[src/rtl/instr_issue_if.sv]
// Program-load, start and issue signals between a controller and instr_issue.
// Controller side is the master; the issue block is the slave.
interface instr_issue_if #(
  parameter int AW = 4
);
  logic          WrEn;
  logic [AW-1:0] WrAddr;
  logic [31:0]   WrData;
  logic          Start;
  logic [31:0]   Opcode;
  logic [AW-1:0] PC;
  logic          Stall;
  logic          Busy;
  logic          Done;

  modport master (
    output WrEn, WrAddr, WrData, Start,
    input  Opcode, PC, Stall, Busy, Done
  );

  modport slave (
    input  WrEn, WrAddr, WrData, Start,
    output Opcode, PC, Stall, Busy, Done
  );
endinterface

[src/rtl/instr_issue.sv]
// In-order issue with load-use/RAW bubble insertion; first Opcode one edge after Start.
// No backpressure: issues one word or bubble per RUN cycle, writes ignored while busy.
module instr_issue #(
  parameter int DEPTH = 16,
  parameter int AW    = 4
) (
  input  logic          Clk,
  input  logic          Re,
  instr_issue_if.slave  bus
);

  localparam logic [1:0] IDLE  = 2'd0;
  localparam logic [1:0] RUN   = 2'd1;
  localparam logic [1:0] DRAIN = 2'd2;
  localparam logic [1:0] DONE  = 2'd3;

  localparam logic [5:0]    OP_R  = 6'h00;
  localparam logic [5:0]    OP_LW = 6'h23;
  localparam logic [5:0]    OP_SW = 6'h2B;
  localparam logic [31:0]   HALT  = 32'hFFFF_FFFF;
  localparam logic [AW-1:0] LAST  = AW'(DEPTH - 1);

  logic [31:0]   mem [DEPTH];
  logic [1:0]    state;
  logic          drain_cnt;
  logic [31:0]   opcode_q;
  logic [AW-1:0] pc_q;
  logic          stall_q;
  logic [4:0]    h0_dest, h1_dest;
  logic          h0_ld, h1_ld;

  logic [31:0] cur;
  logic [5:0]  op;
  logic [4:0]  rs, rt, dest;
  logic        use_rt, is_ld, is_halt, rs_haz, rt_haz, hazard, idle_like;

  assign idle_like  = (state == IDLE) || (state == DONE);
  assign bus.Opcode = opcode_q;
  assign bus.PC     = pc_q;
  assign bus.Stall  = stall_q;
  assign bus.Busy   = (state == RUN) || (state == DRAIN);
  assign bus.Done   = (state == DONE);

  // Program store is deliberately outside the reset domain.
  always_ff @(posedge Clk) begin
    if (bus.WrEn && idle_like) begin
      mem[bus.WrAddr] <= bus.WrData;
    end
  end

  always_comb begin
    cur     = mem[pc_q];
    op      = cur[31:26];
    rs      = cur[25:21];
    rt      = cur[20:16];
    is_halt = (cur == HALT);
    is_ld   = (op == OP_LW);
    use_rt  = (op == OP_R) || (op == OP_SW);
    dest    = 5'd0;
    if (op == OP_R) begin
      dest = cur[15:11];
    end else if (is_ld) begin
      dest = rt;
    end
    // A result two slots back is only still in flight when it came from a load.
    rs_haz = (rs != 5'd0) && ((rs == h0_dest) || (h1_ld && (rs == h1_dest)));
    rt_haz = use_rt && (rt != 5'd0) && ((rt == h0_dest) || (h1_ld && (rt == h1_dest)));
    hazard = rs_haz || rt_haz;
  end

  always_ff @(posedge Clk or posedge Re) begin
    if (Re) begin
      state     <= IDLE;
      drain_cnt <= 1'b0;
      opcode_q  <= 32'h0;
      pc_q      <= '0;
      stall_q   <= 1'b0;
      h0_dest   <= 5'd0;
      h0_ld     <= 1'b0;
      h1_dest   <= 5'd0;
      h1_ld     <= 1'b0;
    end else begin
      case (state)
        RUN: begin
          h1_dest <= h0_dest;
          h1_ld   <= h0_ld;
          if (is_halt) begin
            opcode_q  <= 32'h0;
            stall_q   <= 1'b0;
            h0_dest   <= 5'd0;
            h0_ld     <= 1'b0;
            drain_cnt <= 1'b0;
            state     <= DRAIN;
          end else if (hazard) begin
            opcode_q <= 32'h0;
            stall_q  <= 1'b1;
            h0_dest  <= 5'd0;
            h0_ld    <= 1'b0;
          end else begin
            opcode_q <= cur;
            stall_q  <= 1'b0;
            h0_dest  <= dest;
            h0_ld    <= is_ld;
            pc_q     <= pc_q + AW'(1);
            if (pc_q == LAST) begin
              drain_cnt <= 1'b0;
              state     <= DRAIN;
            end
          end
        end
        DRAIN: begin
          opcode_q <= 32'h0;
          stall_q  <= 1'b0;
          h1_dest  <= h0_dest;
          h1_ld    <= h0_ld;
          h0_dest  <= 5'd0;
          h0_ld    <= 1'b0;
          if (drain_cnt) begin
            state <= DONE;
          end else begin
            drain_cnt <= 1'b1;
          end
        end
        default: begin
          opcode_q <= 32'h0;
          stall_q  <= 1'b0;
          if (bus.Start) begin
            pc_q    <= '0;
            h0_dest <= 5'd0;
            h0_ld   <= 1'b0;
            h1_dest <= 5'd0;
            h1_ld   <= 1'b0;
            state   <= RUN;
          end
        end
      endcase
    end
  end

endmodule

[src/flat_wrapper.sv]
// flat-port wrapper written by rule: the top's interface ports become plain ports
module instr_issue_flat 
#(
  parameter int DEPTH = 16,
  parameter int AW    = 4
)
  (Clk, Re, bus_WrEn, bus_WrAddr, bus_WrData, bus_Start, bus_Opcode, bus_PC, bus_Stall, bus_Busy, bus_Done);
  instr_issue_if #(.AW(AW)) bus_i ();
  input  logic Clk;
  input  logic Re;
  input wire logic [$bits(bus_i.WrEn)-1:0] bus_WrEn;
  input wire logic [$bits(bus_i.WrAddr)-1:0] bus_WrAddr;
  input wire logic [$bits(bus_i.WrData)-1:0] bus_WrData;
  input wire logic [$bits(bus_i.Start)-1:0] bus_Start;
  output wire logic [$bits(bus_i.Opcode)-1:0] bus_Opcode;
  output wire logic [$bits(bus_i.PC)-1:0] bus_PC;
  output wire logic [$bits(bus_i.Stall)-1:0] bus_Stall;
  output wire logic [$bits(bus_i.Busy)-1:0] bus_Busy;
  output wire logic [$bits(bus_i.Done)-1:0] bus_Done;
  assign bus_i.WrEn = bus_WrEn;
  assign bus_i.WrAddr = bus_WrAddr;
  assign bus_i.WrData = bus_WrData;
  assign bus_i.Start = bus_Start;
  assign bus_Opcode = bus_i.Opcode;
  assign bus_PC = bus_i.PC;
  assign bus_Stall = bus_i.Stall;
  assign bus_Busy = bus_i.Busy;
  assign bus_Done = bus_i.Done;
  instr_issue #(.DEPTH(DEPTH), .AW(AW)) u_core (.Clk(Clk), .Re(Re), .bus(bus_i));
endmodule
[config.mk]
export PLATFORM = sky130hd
export DESIGN_NAME = instr_issue_flat
export DESIGN_NICKNAME = d
export VERILOG_FILES = /design/src/rtl/instr_issue_if.sv /design/src/rtl/instr_issue.sv /design/src/flat_wrapper.sv
export SDC_FILE = /design/constraint.sdc
export NUM_CORES = 1
export LEC_CHECK = 0
export ABC_AREA = 1
export CORE_MARGIN = 2
export CORE_UTILIZATION = 50
export DETAILED_ROUTE_END_ITERATION = 10
export PLACE_DENSITY = 0.67
export SYNTH_ARGS = -nofsm -noshare
export SYNTH_HDL_FRONTEND = slang
export SYNTH_SLANG_ARGS = --single-unit
[constraint.sdc]
create_clock -name Clk -period 7.2 [get_ports Clk]
set_input_delay 1.44 -clock Clk [delete_from_list [all_inputs] [get_ports Clk]]
set_output_delay 1.44 -clock Clk [all_outputs]
set_load 0.01 [all_outputs]
==> impl_metrics.toml <==
[layout]
layout-drive-gt1-share = 0.0786
n_antenna_cell = 0
synthToLayoutAreaGrowth_pct = 12.7
final_net_count = 2239
fin_util = 0.571
instances_no_fill = 2846

[min_path]
holdPathStages = 2
holdPathEnd = "u_core.drain_cnt"
hold_start = "u_core.drain_cnt"
hold_class = "reg2reg"

[yosys]
netlist_area_um2 = 23500
synth_flop_cell = "edfxtp_1"
post-synth-top-area-cell = "edfxtp_1"
async_reset_ff_frac = 0.0922
yosysSeqAreaShare = 0.709
synth_cell_type_count = 29
ys_ff_latch = 564
synth.most_common_cell = "nand2_1"
synth_top_area_frac = 0.654
avgSynthCellArea_um2 = 11.0
netlist_top_cells_count = "nand2_1, edfxtp_1, nor2_1, nand3_1, inv_1"
syn_inst = 2135
synth_area_leaders = "edfxtp_1, nand2_1, dfrtp_1"
synth_nets = 2180
synth_warnings = 0
synth-edff-count = 512

[global_routing]
grtUsageMet2 = 0.385
gr-total-overflow = 0
use_met1 = 0.359
grtUsageTotal = 0.246
met3_usage = 0.0394
grt_busiest_layer = "met2"
antenna_found_initial = 0
grt_max_degree = 226
grt_pass1_wl_um = 91600
grt_pass1_vias = 15171

[timing]
finClkSkew_ns = 0.0192
fin_crit_sh = 0.692
relSlewSlack = 0.246
final-max-slew-violation-count = 0
layout_min_cycle_time_ns = 4.98
hold_violations = 0
rsz0062_at_grt = "no"
max_slew.worst_pin.slew_ns = 1.13
fmax_mhz = 201
setup_viol = 0
tns_ns = 0

[placed_design]
dp.cells = 2744
port_buffers = 78
hpwlAfterDp_um = 31500
finalWeightedCongestion = 0.841

[power_and_ir_drop]
power_density_nw_per_um2 = 339
peakVddDrop_mv = 0.614
p_leak_nw = 9.89

[critical_path]
end_kind = "register"
critical-path-top-delay-family = "simple AND/OR/NAND/NOR gates"
required_ns = 7.64
r2r_setup_slack_ns = 2.22
cpPeakStageDelay_ns = 0.99
worst-path-max-fanout = 32
reg2regPathDepth = 16
worstReg2RegStart = "u_core.bus.PC[1]"
cp-start-kind = "register"
crit_path_cell_trace = "nand2_2, inv_2, buf_4, nand2_1, a21oi_1, nor2_1, nand2_1, nand2_1, nor2_1, nand3_1, a21oi_1, nand2_1, nand2_2, nor2_8, inv_4, nor2_1"
arrival_ns = 5.42
cp_common_cell = "nand2_1"
cp_slowest_cell = "dfrtp_2"
reg2reg_to = "u_core.bus.Opcode[22]"
timing_worst_setup_path_type = "reg2reg"
worst-path-buf-inv = 3

[clock_tree]
cts_buffers = 55
cts_max_path_buffers = 3
cts_setup_buffers = 0
cts_tree = "yes"
clock_latency_ns = 0.60
h-tree-depth = 2
cts-resized-gates = 0
root_buffer = "clkbuf_16"
cts.sinks = 564
cts.clk_slew.worst_paths_ns = 0.06
postCtsHoldBufs = 0

[floorplan]
start_util = 0.506
fp.coreArea_um2 = 46500
dieWidth_um = 221
io_pins = 79
rows = 79
die-area_um2 = 48800
fp.dieH_um = 221

[outcome]
status = "finished, final reports clean"

[drt]
vias_per_cell = 5.51
vias = 15693
drc = 0
wire_per_inst_um = 21.1
drtAntennaViolNets = 0
dr.pass1.iters = 6
finalWirelength_um = 60100
drt_iter0_markers = 1898

[run]
maxCapViolCount = 0
[report_power, final]
group          internal, mW  switching [mW]
sequential             3.74           0.129
clock                  1.52            1.20
combinational         0.703            1.68
[state kept, by name, indices dropped and copies added, names as in the netlist]
register / flops
u_core.bus.Opcode: 32
u_core.h0_dest: 5
u_core.h0_ld: 1
u_core.bus.Stall: 1
u_core.state: 2
u_core.bus.PC: 4
u_core.h1_ld: 1
u_core.h1_dest: 5
u_core.drain_cnt: 1
u_core.mem: 512
[per-stage QoR]
| stage | instance area [µm²] | total power [mW] | hold WS, ns | setup WS (ns) |
|---|---|---|---|---|
| finish | 26500 | 8.98 | 0.481 | 2.22 |
| global route | 26500 | 9.41 | 0.518 | 1.87 |
| CTS | 26500 | 8.99 | 0.486 | 2.32 |
| detailed placement | 24800 | 6.30 | 0.472 | 2.35 |
| global placement | 24800 | 6.26 | 0.450 | 2.55 |
| floorplan | 23500 | 5.51 | 0.436 | 3.70 |
[metal layers]
| metal | part of all wire | vias up |
|---|---|---|
| met2 | 0.47 | 608 |
| met4 | 0.023 | 0 |
| met1 | 0.44 | 7663 |
| li1 | - | 7317 |
| met5 | 0 | - |
| met3 | 0.075 | 105 |
[worst min-delay path: stages, from the launching register on]
cell and delay (ns):
dfrtp_1 0.35, nand2_1 0.05, nand2_1 0.05
[worst max path at each step]
stage                startpoint                     to  depth (start not counted)
3_3_place_gp   u_core.bus.PC[1]   u_core.bus.Opcode[1]                         16
2_1_floorplan          bus_WrEn       u_core.mem[0][0]                          4
3_5_place_dp   u_core.bus.PC[1]  u_core.bus.Opcode[22]                         16
6_report       u_core.bus.PC[1]  u_core.bus.Opcode[22]                         16
4_1_cts        u_core.bus.PC[1]  u_core.bus.Opcode[22]                         16
5_1_grt        u_core.bus.PC[1]  u_core.bus.Opcode[22]                         16
[cell type report]
class | instances | area, µm²
tap | 607 | 759
clock inverter | 25 | 183
inverter | 110 | 422
fill | 3825 | 20000
sequential | 564 | 16700
timing repair buffer | 106 | 1020
multi-input combinational | 1357 | 5940
clock buffer | 77 | 1500
[placed cells by master (no fill, tap or decap), types with 4 or more instances in the layout]
cell	Yosys	final
o21ai_0	61	61
clkbuf_8	0	4
o211ai_1	11	11
nand3_1	184	184
clkinv_1	1	6
clkinv_2	0	15
o21ai_1	26	26
nor2_1	281	265
nor2_4	1	17
inv_2	8	7
nand2_1	657	657
clkdlybuf4s50_1	0	78
ha_1	5	5
edfxtp_1	512	512
a21oi_2	21	21
o22ai_1	6	6
clkbuf_16	0	55
dfrtp_1	52	49
buf_4	17	26
inv_1	100	99
clkbuf_1	25	18
a21oi_1	81	81
nand2_2	15	15
[cell families (layout without fill, tap and decap cells)]
family,after synthesis,in the layout,synth area share
xor gates and xnor gates,2,2,0.000745
adders and majority gates,5,5,0.00266
AOI/OAI and AO/OA,206,206,0.0487
and+or+nand+nor,1144,1144,0.196
buffers and inverters,214,318,0.0431
DFF,564,564,0.709
Power figures use the tool's default switching activity.
